## src/rtl/mat_mult_lanes.sv

```systemverilog
// Square signed matrix multiply C = A * B over external synchronous memories.
// LANES accumulators compute LANES adjacent C elements of one row per DIM-cycle pass.
module mat_mult_lanes #(
    parameter  int DW    = 8,
    parameter  int DIM   = 8,
    parameter  int LANES = 2,
    localparam int AW    = $clog2(DIM * DIM),
    localparam int ACCW  = 2 * DW + $clog2(DIM)
) (
    input  logic                    clk_i,
    input  logic                    rst_ni,
    input  logic                    start_i,
    output logic [AW-1:0]           a_addr_o,
    input  logic [DW-1:0]           a_data_i,
    output logic [LANES*AW-1:0]     b_addr_o,
    input  logic [LANES*DW-1:0]     b_data_i,
    output logic                    c_we_o,
    output logic [AW-1:0]           c_addr_o,
    output logic signed [ACCW-1:0]  c_data_o,
    output logic                    busy_o,
    output logic                    done_o,
    output logic [15:0]             clock_count_o
);

    localparam int IW = $clog2(DIM);
    localparam int WW = (LANES > 1) ? $clog2(LANES) : 1;

    if (DIM < 2 || DIM > 64 || (DIM % LANES) != 0) begin : g_bad_params
        $error("mat_mult_lanes: DIM must be 2..64 and a multiple of LANES");
    end

    typedef enum logic [2:0] {
        S_IDLE,
        S_FETCH,
        S_LAST,
        S_WRITE,
        S_DONE
    } state_t;

    state_t                 state_q;
    logic [IW-1:0]          i_q;
    logic [IW-1:0]          j0_q;
    logic [IW-1:0]          k_q;
    logic [WW-1:0]          w_q;
    logic [AW-1:0]          a_addr_q;
    logic [LANES*AW-1:0]    b_addr_q;
    logic                   c_we_q;
    logic [AW-1:0]          c_addr_q;
    logic signed [ACCW-1:0] c_data_q;
    logic                   busy_q;
    logic                   done_q;
    logic [15:0]            cnt_q;

    logic signed [ACCW-1:0] acc_rd [LANES];
    logic signed [ACCW-1:0] acc_d  [LANES];
    logic signed [ACCW-1:0] c_next;
    logic                   acc_en;
    logic                   acc_load;

    function automatic logic [AW-1:0] lin_addr(input int row, input int col);
        return AW'(row * DIM + col);
    endfunction

    function automatic logic [LANES*AW-1:0] b_lane_addrs(input int k, input int j0);
        logic [LANES*AW-1:0] v;
        v = '0;
        for (int l = 0; l < LANES; l++) begin
            v[l*AW +: AW] = lin_addr(k, j0 + l);
        end
        return v;
    endfunction

    // Read data lags the address by one cycle, so the k=0 product arrives
    // while k=1 is being presented and the last product arrives in LAST.
    assign acc_en   = (state_q == S_FETCH && k_q != '0) || (state_q == S_LAST);
    assign acc_load = (state_q == S_FETCH) && (k_q == IW'(1));

    for (genvar gi = 0; gi < LANES; gi++) begin : g_lane
        logic signed [2*DW-1:0] prod;
        logic signed [ACCW-1:0] acc_q;

        assign prod       = $signed(a_data_i) * $signed(b_data_i[gi*DW +: DW]);
        assign acc_d[gi]  = acc_load ? ACCW'(prod) : acc_q + ACCW'(prod);
        assign acc_rd[gi] = acc_q;

        always_ff @(posedge clk_i or negedge rst_ni) begin
            if (!rst_ni) begin
                acc_q <= '0;
            end else if (acc_en) begin
                acc_q <= acc_d[gi];
            end
        end
    end

    always_comb begin
        c_next = '0;
        for (int l = 1; l < LANES; l++) begin
            if (int'(w_q) + 1 == l) begin
                c_next = acc_rd[l];
            end
        end
    end

    always_ff @(posedge clk_i or negedge rst_ni) begin
        if (!rst_ni) begin
            state_q  <= S_IDLE;
            i_q      <= '0;
            j0_q     <= '0;
            k_q      <= '0;
            w_q      <= '0;
            a_addr_q <= '0;
            b_addr_q <= '0;
            c_we_q   <= 1'b0;
            c_addr_q <= '0;
            c_data_q <= '0;
            busy_q   <= 1'b0;
            done_q   <= 1'b0;
            cnt_q    <= '0;
        end else begin
            if (busy_q && cnt_q != 16'hFFFF) begin
                cnt_q <= cnt_q + 16'd1;
            end
            case (state_q)
                S_IDLE, S_DONE: begin
                    if (start_i) begin
                        state_q  <= S_FETCH;
                        i_q      <= '0;
                        j0_q     <= '0;
                        k_q      <= '0;
                        w_q      <= '0;
                        a_addr_q <= '0;
                        b_addr_q <= b_lane_addrs(0, 0);
                        busy_q   <= 1'b1;
                        done_q   <= 1'b0;
                        cnt_q    <= '0;
                    end
                end
                S_FETCH: begin
                    if (k_q == IW'(DIM - 1)) begin
                        state_q <= S_LAST;
                    end else begin
                        k_q      <= k_q + IW'(1);
                        a_addr_q <= lin_addr(int'(i_q), int'(k_q) + 1);
                        b_addr_q <= b_lane_addrs(int'(k_q) + 1, int'(j0_q));
                    end
                end
                S_LAST: begin
                    // Lane 0 finishes accumulating on this edge, so take its next value.
                    state_q  <= S_WRITE;
                    w_q      <= '0;
                    c_we_q   <= 1'b1;
                    c_addr_q <= lin_addr(int'(i_q), int'(j0_q));
                    c_data_q <= acc_d[0];
                end
                S_WRITE: begin
                    if (int'(w_q) != LANES - 1) begin
                        w_q      <= w_q + WW'(1);
                        c_addr_q <= c_addr_q + AW'(1);
                        c_data_q <= c_next;
                    end else begin
                        c_we_q <= 1'b0;
                        k_q    <= '0;
                        if (int'(j0_q) + LANES == DIM) begin
                            j0_q <= '0;
                            if (int'(i_q) == DIM - 1) begin
                                state_q <= S_DONE;
                                busy_q  <= 1'b0;
                                done_q  <= 1'b1;
                            end else begin
                                state_q  <= S_FETCH;
                                i_q      <= i_q + IW'(1);
                                a_addr_q <= lin_addr(int'(i_q) + 1, 0);
                                b_addr_q <= b_lane_addrs(0, 0);
                            end
                        end else begin
                            state_q  <= S_FETCH;
                            j0_q     <= j0_q + IW'(LANES);
                            a_addr_q <= lin_addr(int'(i_q), 0);
                            b_addr_q <= b_lane_addrs(0, int'(j0_q) + LANES);
                        end
                    end
                end
                default: state_q <= S_IDLE;
            endcase
        end
    end

    assign a_addr_o      = a_addr_q;
    assign b_addr_o      = b_addr_q;
    assign c_we_o        = c_we_q;
    assign c_addr_o      = c_addr_q;
    assign c_data_o      = c_data_q;
    assign busy_o        = busy_q;
    assign done_o        = done_q;
    assign clock_count_o = cnt_q;

endmodule

```

## config.mk

```make
export PLATFORM = sky130hd
export DESIGN_NAME = mat_mult_lanes
export DESIGN_NICKNAME = d
export VERILOG_FILES = /design/src/rtl/mat_mult_lanes.sv
export SDC_FILE = /design/constraint.sdc
export NUM_CORES = 1
export LEC_CHECK = 0
export ABC_AREA = 1
export ABC_CLOCK_PERIOD_IN_PS = 3300
export CAP_MARGIN = 20
export CORE_MARGIN = 1.5
export CORE_UTILIZATION = 55
export DETAILED_ROUTE_END_ITERATION = 6
export PLACE_DENSITY = 0.75
export SYNTH_ARGS = -nofsm -noshare
export SYNTH_HDL_FRONTEND = slang
export SYNTH_SLANG_ARGS = --single-unit
```

## constraint.sdc

```tcl
create_clock -name clk_i -period 3.3 [get_ports clk_i]
set_clock_uncertainty 0.05 [all_clocks]
set_input_delay 0.99 -clock clk_i [delete_from_list [all_inputs] [get_ports clk_i]]
set_output_delay 0.99 -clock clk_i [all_outputs]
set_load 0.01 [all_outputs]
```

==> run summary <==
outcome: complete, but fails checks
Sink Count: 110
Synth Instances: 1792
largest net degree at the start of global routing: 77
Reg area: 2753 sq um
Final Instance Area: 18810 sq um
arrival time worst endpoint: 6290 ps
CP required: 3540 ps
Top delay family on crit path: adder cells
proportion of synthesized area in mux cells: 0.07840%
Final ANT Viol Nets: 0
unrepaired setup endpoints after global routing: true
Setup crit end kind: flop
fmax: 165.4 MHz
mean number of vias per cell: 5.732
initial antenna violation count: 0
most frequent cells in the layout: nand2_1, inv_1, buf_4
first-pass GRT wire length: 61770 um
MaxCap Viol Count: 0
complex-gate fraction of the synthesized area: 10.49%
number of global-route vias before repair: 13048
Final Routed Wirelength: 44640 um
pre-CTS WS: -3375 ps
first-pass iteration count of the detailed router: 6
Clock Tree Buf Depth: 2
asr flop ratio synth: 100.0%
Min Hold Slack: 427.6 ps
residual DRC count: 0
number of distinct library cells after synthesis: 46
Post-Synth XOR/XNOR Area: 2.744%
Seq cells post-synth: 110
die area: 24140 sq um
slew at the pin closest to its max-slew limit: 641.0 ps
Post-Synth Adder-Cell Area: 28.24%
Final WS setup: -2747 ps
largest family of logic cells by synthesized area: adder cells
Total GRT Usage: 31.79%
commonest non-fill, non-tap cell in the layout: nand2_1
CTS Hold Bufs: 0
CORE AREA: 22710 sq um
worst min path class: reg2reg
htree depth: 3
violated checks: setup timing
clock slew at reported path FFs: 80 ps
Setup Viol. Count Final: 48
WS Path Type: in2reg
Rows: 55
fin crit share: 183.3%
die height: 155.4 um
DP Wirelength: 27430 um
via count: 13694
Mapped Area: 12770 sq um
Ys Warns: 0
Iteration-0 DRC Markers: 1392
fin cells: 2389
Primary FF master, synth: dfrtp_1
Syn Nets: 2040
Slew Limit Headroom: 57.20%
fin. max-slew vios: 0
Antenna diodes: 0
Worst Path Max Fanout: 4
Layout area overhead: 47.36%
Multi-input gate area: 10680 sq um
placed insts: 2304
share of cells above drive strength 1: 37.74%
cell area after placement: 16050 sq um
Slowest-stage cell, CP: fa_1
Avg Synthesized Cell Area: 7.125 sq um
sequential share of the synthesized area: 21.56%
routability congestion estimate: 0.9550
fin nets: 2347
Critical Path Most Common Cell: inv_2
latest clock arrival within the worst-skew pair: 360 ps
Final Hold Fails: 0
I/O Buffers: 88
post-layout min period: 6047 ps
IO Pins: 89
root buf cell: clkbuf_16
CTS tree: yes
Startpoint Class: primary input
simple-gate area share of the yosys netlist: 23.39%
gr ovfl total: 0
WP buf/inv: 10
number of synthesized flops with an enable pin: 0
die extent in x: 155.4 um
post-DR wirelength/cell: 18.69 um
CP peak stage delay: 540 ps
Filler cells: 1261
CTS buffer count: 9
Starting Density: 56.22%
worst min-delay path: stages (launching register included):
cell     delay (ps)
dfrtp_1         350
nand2_1          60
inv_1            40
per-stage QoR:
| stage | util (%) | TNS [ps] |
|---|---|---|
| CTS | 77.42 | -91440 |
| detailed placement | 70.68 | -135030 |
| finish | 82.85 | -97410 |
| global route | 82.85 | -103750 |
| global placement | 70.68 | -131140 |
| floorplan | - | -84390 |
cells in the mapped netlist, types with 20 or more instances:
library cell,count,area share [%]
nor2_1,112,3.3
xnor2_1,20,1.4
a21oi_1,114,4.5
xor2_1,20,1.4
ha_1,109,11
nand3_1,81,3.2
clkbuf_1,38,1.1
fa_1,112,18
o21ai_0,69,2.7
dfrtp_1,110,22
nand2_1,464,14
inv_1,386,11
what timing repair did:
action	in CTS	in global routing
setup endpoints to repair	51	51
pin swaps	148	175
gates cloned	2	0
buffers inserted	29	41
resized for setup	323	276
per-layer routing:
layer  share of wire (%)  track usage, %
met5                   0               0
met3                 7.4           4.596
met1                  38           40.52
met4                 5.1           10.70
met2                  50           55.51
worst paths after layout:
check,cells after the start,from,end,slack [ps]
worst max-delay path,32,a_data_i[4],c_data_o[13]$_DFFE_PN0P_,-2750
worst min register to register,2,b_addr_o[0]$_DFFE_PN0P_,b_addr_o[0]$_DFFE_PN0P_,430
max in group asynchronous,2,rst_ni,g_lane[1].acc_q[0]$_DFFE_PN0P_,1880
worst max register to register,14,g_lane[0].acc_q[0]$_DFFE_PN0P_,c_data_o[10]$_DFFE_PN0P_,680
min in group asynchronous,1,rst_ni,clock_count_o[5]$_DFF_PN0_,540
worst min-delay path,2,b_addr_o[0]$_DFFE_PN0P_,b_addr_o[0]$_DFFE_PN0P_,430
logic make-up (layout without fill, tap and decap cells):
family | count (synthesis) | after routing
and+or+nand+nor | 723 | 723
buffers and inverters | 452 | 764
AOI/OAI and AO/OA | 245 | 245
adders and majority gates | 221 | 221
DFF | 110 | 110
xor gates and xnor gates | 40 | 40
muxes | 1 | 1
state kept, by name, summed over array words and instances (netlist names):
register and count:
b_addr_o 10, state_q 3, done_o 1, c_addr_o 6, j0_q 2, c_we_o 1, clock_count_o 16, k_q 3
g_lane.acc_q 38, a_addr_o 6, i_q 3, busy_o 1, w_q 1, c_data_o 19
cell type report:
type | instances | area share (%)
sequential | 110 | 14.63
tap | 285 | 1.895
multi-input combinational | 1230 | 56.79
clock buffer | 9 | 1.197
inverter | 398 | 8.087
clock inverter | 7 | 0.4722
timing repair buffer | 350 | 16.93
Power is not shown: default switching activity piles up to over one toggle a cycle in this logic, so the estimate is an artifact.
